<file path="config.mk">
export PLATFORM = sky130hd
export DESIGN_NAME = rob_param
export DESIGN_NICKNAME = d
export VERILOG_FILES = /design/src/rtl/rob_param.sv
export SDC_FILE = /design/constraint.sdc
export NUM_CORES = 2
export LEC_CHECK = 0
export CORE_MARGIN = 2
export CORE_UTILIZATION = 62
export CTS_BUF_LIST = sky130_fd_sc_hd__clkbuf_16
export DETAILED_ROUTE_END_ITERATION = 12
export PLACE_DENSITY = 0.81
export SYNTH_ARGS = -nofsm -noshare
export SYNTH_HDL_FRONTEND = slang
export SYNTH_SLANG_ARGS = --single-unit
</file>
<file path="constraint.sdc">
create_clock -name clk -period 7.5 [get_ports clk]
set_input_delay 1.875 -clock clk [delete_from_list [all_inputs] [get_ports clk]]
set_output_delay 1.875 -clock clk [all_outputs]
set_load 0.005 [all_outputs]
</file>
<file path="src/rtl/rob_param.sv">
`default_nettype none
// ============================================================================
//  Module      : rob_param
//  Description : Parametrised circular reorder buffer. Allocates tags in
//                program order, accepts results from NUM_WB writeback
//                channels, commits one entry per cycle in order and flushes
//                the whole buffer when a mispredicted branch commits.
//  Revision    : 1.0 - initial release
// ----------------------------------------------------------------------------
//  Optional build macro:
//    ROB_BYPASS_EN  - operand lookup also forwards same-cycle writebacks.
// ----------------------------------------------------------------------------
//  Ports:
//    clk, rst (sync, active-low), rdy (global enable)
//    if_idle, tag_to_decoder            : allocation status / next tag
//    alloc_valid, alloc_rd, alloc_is_branch : allocation request
//    query_tag1/2 -> query_ready1/2, query_data1/2 : operand lookup
//    wb_valid, wb_tag, wb_data, wb_mispredict, wb_target : packed writeback
//    if_commit, pos_commit, data_commit, tag_commit : registered commit
//    if_jump, pc_to_jump                : registered redirect
// ============================================================================
module rob_param #(
    parameter int TAG_W  = 4,
    parameter int DATA_W = 32,
    parameter int ADDR_W = 32,
    parameter int REG_W  = 5,
    parameter int NUM_WB = 2
) (
    input  logic                     clk,
    input  logic                     rst,
    input  logic                     rdy,
    output logic                     if_idle,
    input  logic                     alloc_valid,
    input  logic [REG_W-1:0]         alloc_rd,
    input  logic                     alloc_is_branch,
    output logic [TAG_W-1:0]         tag_to_decoder,
    input  logic [TAG_W-1:0]         query_tag1,
    input  logic [TAG_W-1:0]         query_tag2,
    output logic                     query_ready1,
    output logic                     query_ready2,
    output logic [DATA_W-1:0]        query_data1,
    output logic [DATA_W-1:0]        query_data2,
    input  logic [NUM_WB-1:0]        wb_valid,
    input  logic [NUM_WB*TAG_W-1:0]  wb_tag,
    input  logic [NUM_WB*DATA_W-1:0] wb_data,
    input  logic [NUM_WB-1:0]        wb_mispredict,
    input  logic [NUM_WB*ADDR_W-1:0] wb_target,
    output logic                     if_commit,
    output logic [REG_W-1:0]         pos_commit,
    output logic [DATA_W-1:0]        data_commit,
    output logic [TAG_W-1:0]         tag_commit,
    output logic                     if_jump,
    output logic [ADDR_W-1:0]        pc_to_jump
);

    localparam int ROB_DEPTH = 1 << TAG_W;
    localparam logic [TAG_W:0] C_FULL = (TAG_W+1)'(ROB_DEPTH);

    // Per-entry state
    logic [ROB_DEPTH-1:0] busy_q,  busy_d;
    logic [ROB_DEPTH-1:0] ready_q, ready_d;
    logic [ROB_DEPTH-1:0] br_q,    br_d;
    logic [ROB_DEPTH-1:0] mp_q,    mp_d;
    logic [REG_W-1:0]     rd_q   [ROB_DEPTH];
    logic [REG_W-1:0]     rd_d   [ROB_DEPTH];
    logic [DATA_W-1:0]    data_q [ROB_DEPTH];
    logic [DATA_W-1:0]    data_d [ROB_DEPTH];
    logic [ADDR_W-1:0]    tgt_q  [ROB_DEPTH];
    logic [ADDR_W-1:0]    tgt_d  [ROB_DEPTH];

    logic [TAG_W-1:0] head_q,  head_d;
    logic [TAG_W-1:0] tail_q,  tail_d;
    logic [TAG_W:0]   count_q, count_d;

    // Registered commit / redirect outputs
    logic              commit_q, commit_d;
    logic              jump_q,   jump_d;
    logic [REG_W-1:0]  pos_q,    pos_d;
    logic [DATA_W-1:0] cdata_q,  cdata_d;
    logic [TAG_W-1:0]  ctag_q,   ctag_d;
    logic [ADDR_W-1:0] pc_q,     pc_d;

    // Writeback decode per entry (lowest channel index wins)
    logic [ROB_DEPTH-1:0] wb_hit;
    logic [ROB_DEPTH-1:0] wb_msel;
    logic [DATA_W-1:0]    wb_dsel [ROB_DEPTH];
    logic [ADDR_W-1:0]    wb_tsel [ROB_DEPTH];

    logic do_alloc;
    logic do_commit;
    logic do_flush;

    assign if_idle        = (count_q != C_FULL);
    assign tag_to_decoder = tail_q;
    assign do_alloc       = alloc_valid & if_idle & rdy;
    assign do_commit      = rdy & busy_q[head_q] & ready_q[head_q];
    assign do_flush       = do_commit & mp_q[head_q];

    always_comb begin
        for (int e = 0; e < ROB_DEPTH; e++) begin
            wb_hit[e]  = 1'b0;
            wb_msel[e] = 1'b0;
            wb_dsel[e] = '0;
            wb_tsel[e] = '0;
            // Scan high to low so the lowest matching channel is applied last.
            for (int c = NUM_WB - 1; c >= 0; c--) begin
                if (wb_valid[c] && (wb_tag[c*TAG_W +: TAG_W] == TAG_W'(e))) begin
                    wb_hit[e]  = 1'b1;
                    wb_msel[e] = wb_mispredict[c];
                    wb_dsel[e] = wb_data[c*DATA_W +: DATA_W];
                    wb_tsel[e] = wb_target[c*ADDR_W +: ADDR_W];
                end
            end
        end
    end

    // Operand lookup
    always_comb begin
        query_ready1 = busy_q[query_tag1] & ready_q[query_tag1];
        query_data1  = query_ready1 ? data_q[query_tag1] : '0;
        query_ready2 = busy_q[query_tag2] & ready_q[query_tag2];
        query_data2  = query_ready2 ? data_q[query_tag2] : '0;
`ifdef ROB_BYPASS_EN
        if (!query_ready1 && rdy && busy_q[query_tag1] && wb_hit[query_tag1]) begin
            query_ready1 = 1'b1;
            query_data1  = wb_dsel[query_tag1];
        end
        if (!query_ready2 && rdy && busy_q[query_tag2] && wb_hit[query_tag2]) begin
            query_ready2 = 1'b1;
            query_data2  = wb_dsel[query_tag2];
        end
`endif
    end

    // Next-state
    always_comb begin
        busy_d  = busy_q;
        ready_d = ready_q;
        br_d    = br_q;
        mp_d    = mp_q;
        rd_d    = rd_q;
        data_d  = data_q;
        tgt_d   = tgt_q;
        head_d  = head_q;
        tail_d  = tail_q;
        count_d = count_q;

        // Pulses drop on every non-commit cycle, including rdy=0 cycles.
        commit_d = do_commit;
        jump_d   = do_flush;
        pos_d    = do_commit ? rd_q[head_q]   : pos_q;
        cdata_d  = do_commit ? data_q[head_q] : cdata_q;
        ctag_d   = do_commit ? head_q         : ctag_q;
        pc_d     = do_flush  ? tgt_q[head_q]  : pc_q;

        if (do_flush) begin
            // Allocation and writebacks in the flush cycle are discarded.
            busy_d  = '0;
            ready_d = '0;
            head_d  = '0;
            tail_d  = '0;
            count_d = '0;
        end else if (rdy) begin
            for (int e = 0; e < ROB_DEPTH; e++) begin
                if (wb_hit[e] && busy_q[e]) begin
                    ready_d[e] = 1'b1;
                    data_d[e]  = wb_dsel[e];
                    mp_d[e]    = wb_msel[e] & br_q[e];
                    tgt_d[e]   = wb_tsel[e];
                end
            end
            if (do_commit) begin
                busy_d[head_q] = 1'b0;
                head_d         = head_q + 1'b1;
            end
            // Tail slot is never busy here: allocation requires count < depth.
            if (do_alloc) begin
                busy_d[tail_q]  = 1'b1;
                ready_d[tail_q] = 1'b0;
                mp_d[tail_q]    = 1'b0;
                br_d[tail_q]    = alloc_is_branch;
                rd_d[tail_q]    = alloc_rd;
                tail_d          = tail_q + 1'b1;
            end
            count_d = count_q + (TAG_W+1)'(do_alloc) - (TAG_W+1)'(do_commit);
        end
    end

    // Control state with synchronous active-low reset
    always_ff @(posedge clk) begin
        if (!rst) begin
            busy_q   <= '0;
            ready_q  <= '0;
            head_q   <= '0;
            tail_q   <= '0;
            count_q  <= '0;
            commit_q <= 1'b0;
            jump_q   <= 1'b0;
            pos_q    <= '0;
            cdata_q  <= '0;
            ctag_q   <= '0;
            pc_q     <= '0;
        end else begin
            busy_q   <= busy_d;
            ready_q  <= ready_d;
            head_q   <= head_d;
            tail_q   <= tail_d;
            count_q  <= count_d;
            commit_q <= commit_d;
            jump_q   <= jump_d;
            pos_q    <= pos_d;
            cdata_q  <= cdata_d;
            ctag_q   <= ctag_d;
            pc_q     <= pc_d;
        end
    end

    // Payload storage; only meaningful while busy/ready, so no reset needed.
    always_ff @(posedge clk) begin
        if (rst) begin
            br_q   <= br_d;
            mp_q   <= mp_d;
            rd_q   <= rd_d;
            data_q <= data_d;
            tgt_q  <= tgt_d;
        end
    end

    assign if_commit   = commit_q;
    assign if_jump     = jump_q;
    assign pos_commit  = pos_q;
    assign data_commit = cdata_q;
    assign tag_commit  = ctag_q;
    assign pc_to_jump  = pc_q;

endmodule
`default_nettype wire

</file>
==> metrics <==
Leak=24.6 nW; register area share after synthesis=53.9%; grt ovf=0; Starting DRT DRC Count=10200; area grow syn2layout=11.9%; Post-CTS Setup Repair Bufs=0; count of pins over their slew limit=0; WHS=0.460 ns; cts repair resizes=0; PwrDens=198 nW/um2; Setup crit end kind=primary output; Max Cap Viol=0; clock period minus worst slack=6.68 ns; total die area=112000 um2; clock sink count=1256; CTS H-tree lvls=4; Longest Clk Path Bufs=3; Syn Nets=4545; Area contributors post-synth=edfxtp_1, mux4_2, a22o_1; initial antenna violation count=35; Main synth FF type=edfxtp_1; core area=109000 um2; Ys Warns=0; PortBufs=303; die height=335 um; layout cell share with drive strength beyond 1=24.9%; CTS Hold Bufs=0; GP Congestion=0.990; Initial Util=62.4%; FFs w/ async S/R, synth=0%; final setup TNS=0 ns; Final Hold Vio Count=0; Critical Path, Cell by Cell=buf_6, buf_4, mux4_2, mux4_2, nor2b_1, clkdlybuf4s50_1; fin crit share=89.1%; Post-synth EDFFs=1136; # IOs=304; Mapped Avg Cell Area=15.5 um2; wire length per cell=41.5 um; Die Span X=335 um; largest stage delay on the critical path=0.91 ns; DRT antenna net count=0; DRC viols=0; vias in the first global route=48200; most frequent cells in the layout=edfxtp_1, a22o_1, mux4_2; crit path launch type=input port; Critical Path RT=5.62 ns; post-synth top area cell=edfxtp_1; Num CTS Buffers=132; clk_skew=0.0381 ns; worst-margin pin slew=1.41 ns; final setup fails=0; Synth cell types=55; CTS tree=done; Clk Tree Root Cell=clkbuf_16; Synth top area share=50.3%; status=completed; most numerous cell on the critical path=mux4_2; commonest non-fill, non-tap cell in the layout=edfxtp_1; final net count=4402; DP HPWL=127000 um; row cnt=121; Clock Latency Late Sink=0.79 ns; dpl ws=0.971 ns; Fmax achieved=0.150 GHz; Synth Instances=4372; Max rail drop VDD=0.172 mV; relative slew slack=5.63%; Crit Path Category=in -> out; DR pass1 iterations=12; unrepaired setup endpoints after global routing=false; Tot GR Track Use=42.7%; Yosys reg bits=1256; Worst EP arrival=4.81 ns; Critical-path top delay cell=buf_4; Hold Path Class=reg -> reg; largest net degree at the start of global routing=129; final worst-path setup slack=0.815 ns; Total Wirelength=240000 um; CP max FO=80; first-pass GRT wire length=341000 um; vias post-DR=49300; clock-pin slew on the worst setup and hold paths=0.06 ns; detailed-route vias per instance=8.54; fin util=69.7%; post-synthesis cell area=67800 um2
==> where the power goes <==
group	internal [W]	leakage, nW	switching, W
sequential	0.00757	11.9	0.00000801
clock	0.00349	2.15	0.00291
combinational	0.000378	10.6	0.000623
==> per-stage QoR <==
step / instance area [um2] / cells / total power (W)
after global routing: 75800 / 5766 / 0.0152
after detailed placement: 71600 / 5509 / 0.00868
final: 75800 / 5779 / 0.0150
after global placement: 71600 / 5509 / 0.00866
after floorplan: 67800 / 4372 / 0.00835
after CTS: 75700 / 5750 / 0.0149
==> final timing paths <==
path                                     start             end  slack (ns)  cells after the start
worst max-delay path             query_tag2[2]  query_data2[0]        0.82                      6
worst min-delay path            pc_to_jump[10]  pc_to_jump[10]        0.46                      2
worst max register to register       head_q[0]      tgt_q[230]        2.20                      7
worst min register to register  pc_to_jump[10]  pc_to_jump[10]        0.46                      2
==> cell families (layout without fill, tap and decap cells) <==
kind of cell,Yosys count,count (layout),share of synthesized area [%]
AOI/OAI and AO/OA,1260,1260,15.5
xor gates and xnor gates,6,6,0.0775
adders and majority gates,15,15,0.288
buffers and inverters,727,691,4.13
DFF,1256,1256,53.9
muxes,728,728,23.4
other,0,29,0
and+or+nand+nor,380,380,2.74
==> metal layers <==
metal | share of wire (%) | GRT usage (%) | vias up
met5 | 0.12 | 0.521 | -
met4 | 7.3 | 26.5 | 24
met3 | 19 | 17.6 | 1298
met2 | 44 | 61.2 | 5926
met1 | 30 | 54.5 | 24000
li1 | - | - | 18100
==> registers in the layout, indices dropped and copies added (netlist names), 4 cells and up <==
register,flops
count_q,5
br_q,16
pos_commit,5
tag_to_decoder,4
tgt_q,512
busy_q,16
ready_q,16
data_q,512
data_commit,32
rd_q,80
tag_commit,4
head_q,4
pc_to_jump,32
mp_q,16
==> worst max-delay path, delay by kind of cell <==
kind                   cells  cell delay (ns)
multiplexers               2             0.95
AND/OR/NAND/NOR            1             0.22
buffers and inverters      3             1.61
==> layout make-up <==
type / instances / area, um2
diodes: 29 / 72.6
clock buffers: 134 / 3350
clock inverters: 107 / 801
fillers: 6736 / 32900
inverters: 21 / 78.8
multi-input cells: 2389 / 28900
flip-flops and latches: 1256 / 36500
well taps: 1414 / 1770
repair buffers: 429 / 4260
==> cell usage after synthesis (10+ instances only) <==
master / number
o21ai_0: 63
mux2i_1: 43
nor3_1: 14
nor2_1: 87
a22o_1: 1027
clkbuf_1: 440
buf_2: 31
nor2b_1: 68
a2bb2oi_1: 10
ha_1: 14
nand2_1: 96
o211ai_1: 13
edfxtp_1: 1136
nand3_1: 62
a21oi_1: 69
o41ai_1: 16
and3_1: 13
a211oi_1: 19
inv_1: 20
mux4_2: 684
buf_1: 231
a22oi_1: 13
dfxtp_1: 120
Power figures use the tool's default switching activity.
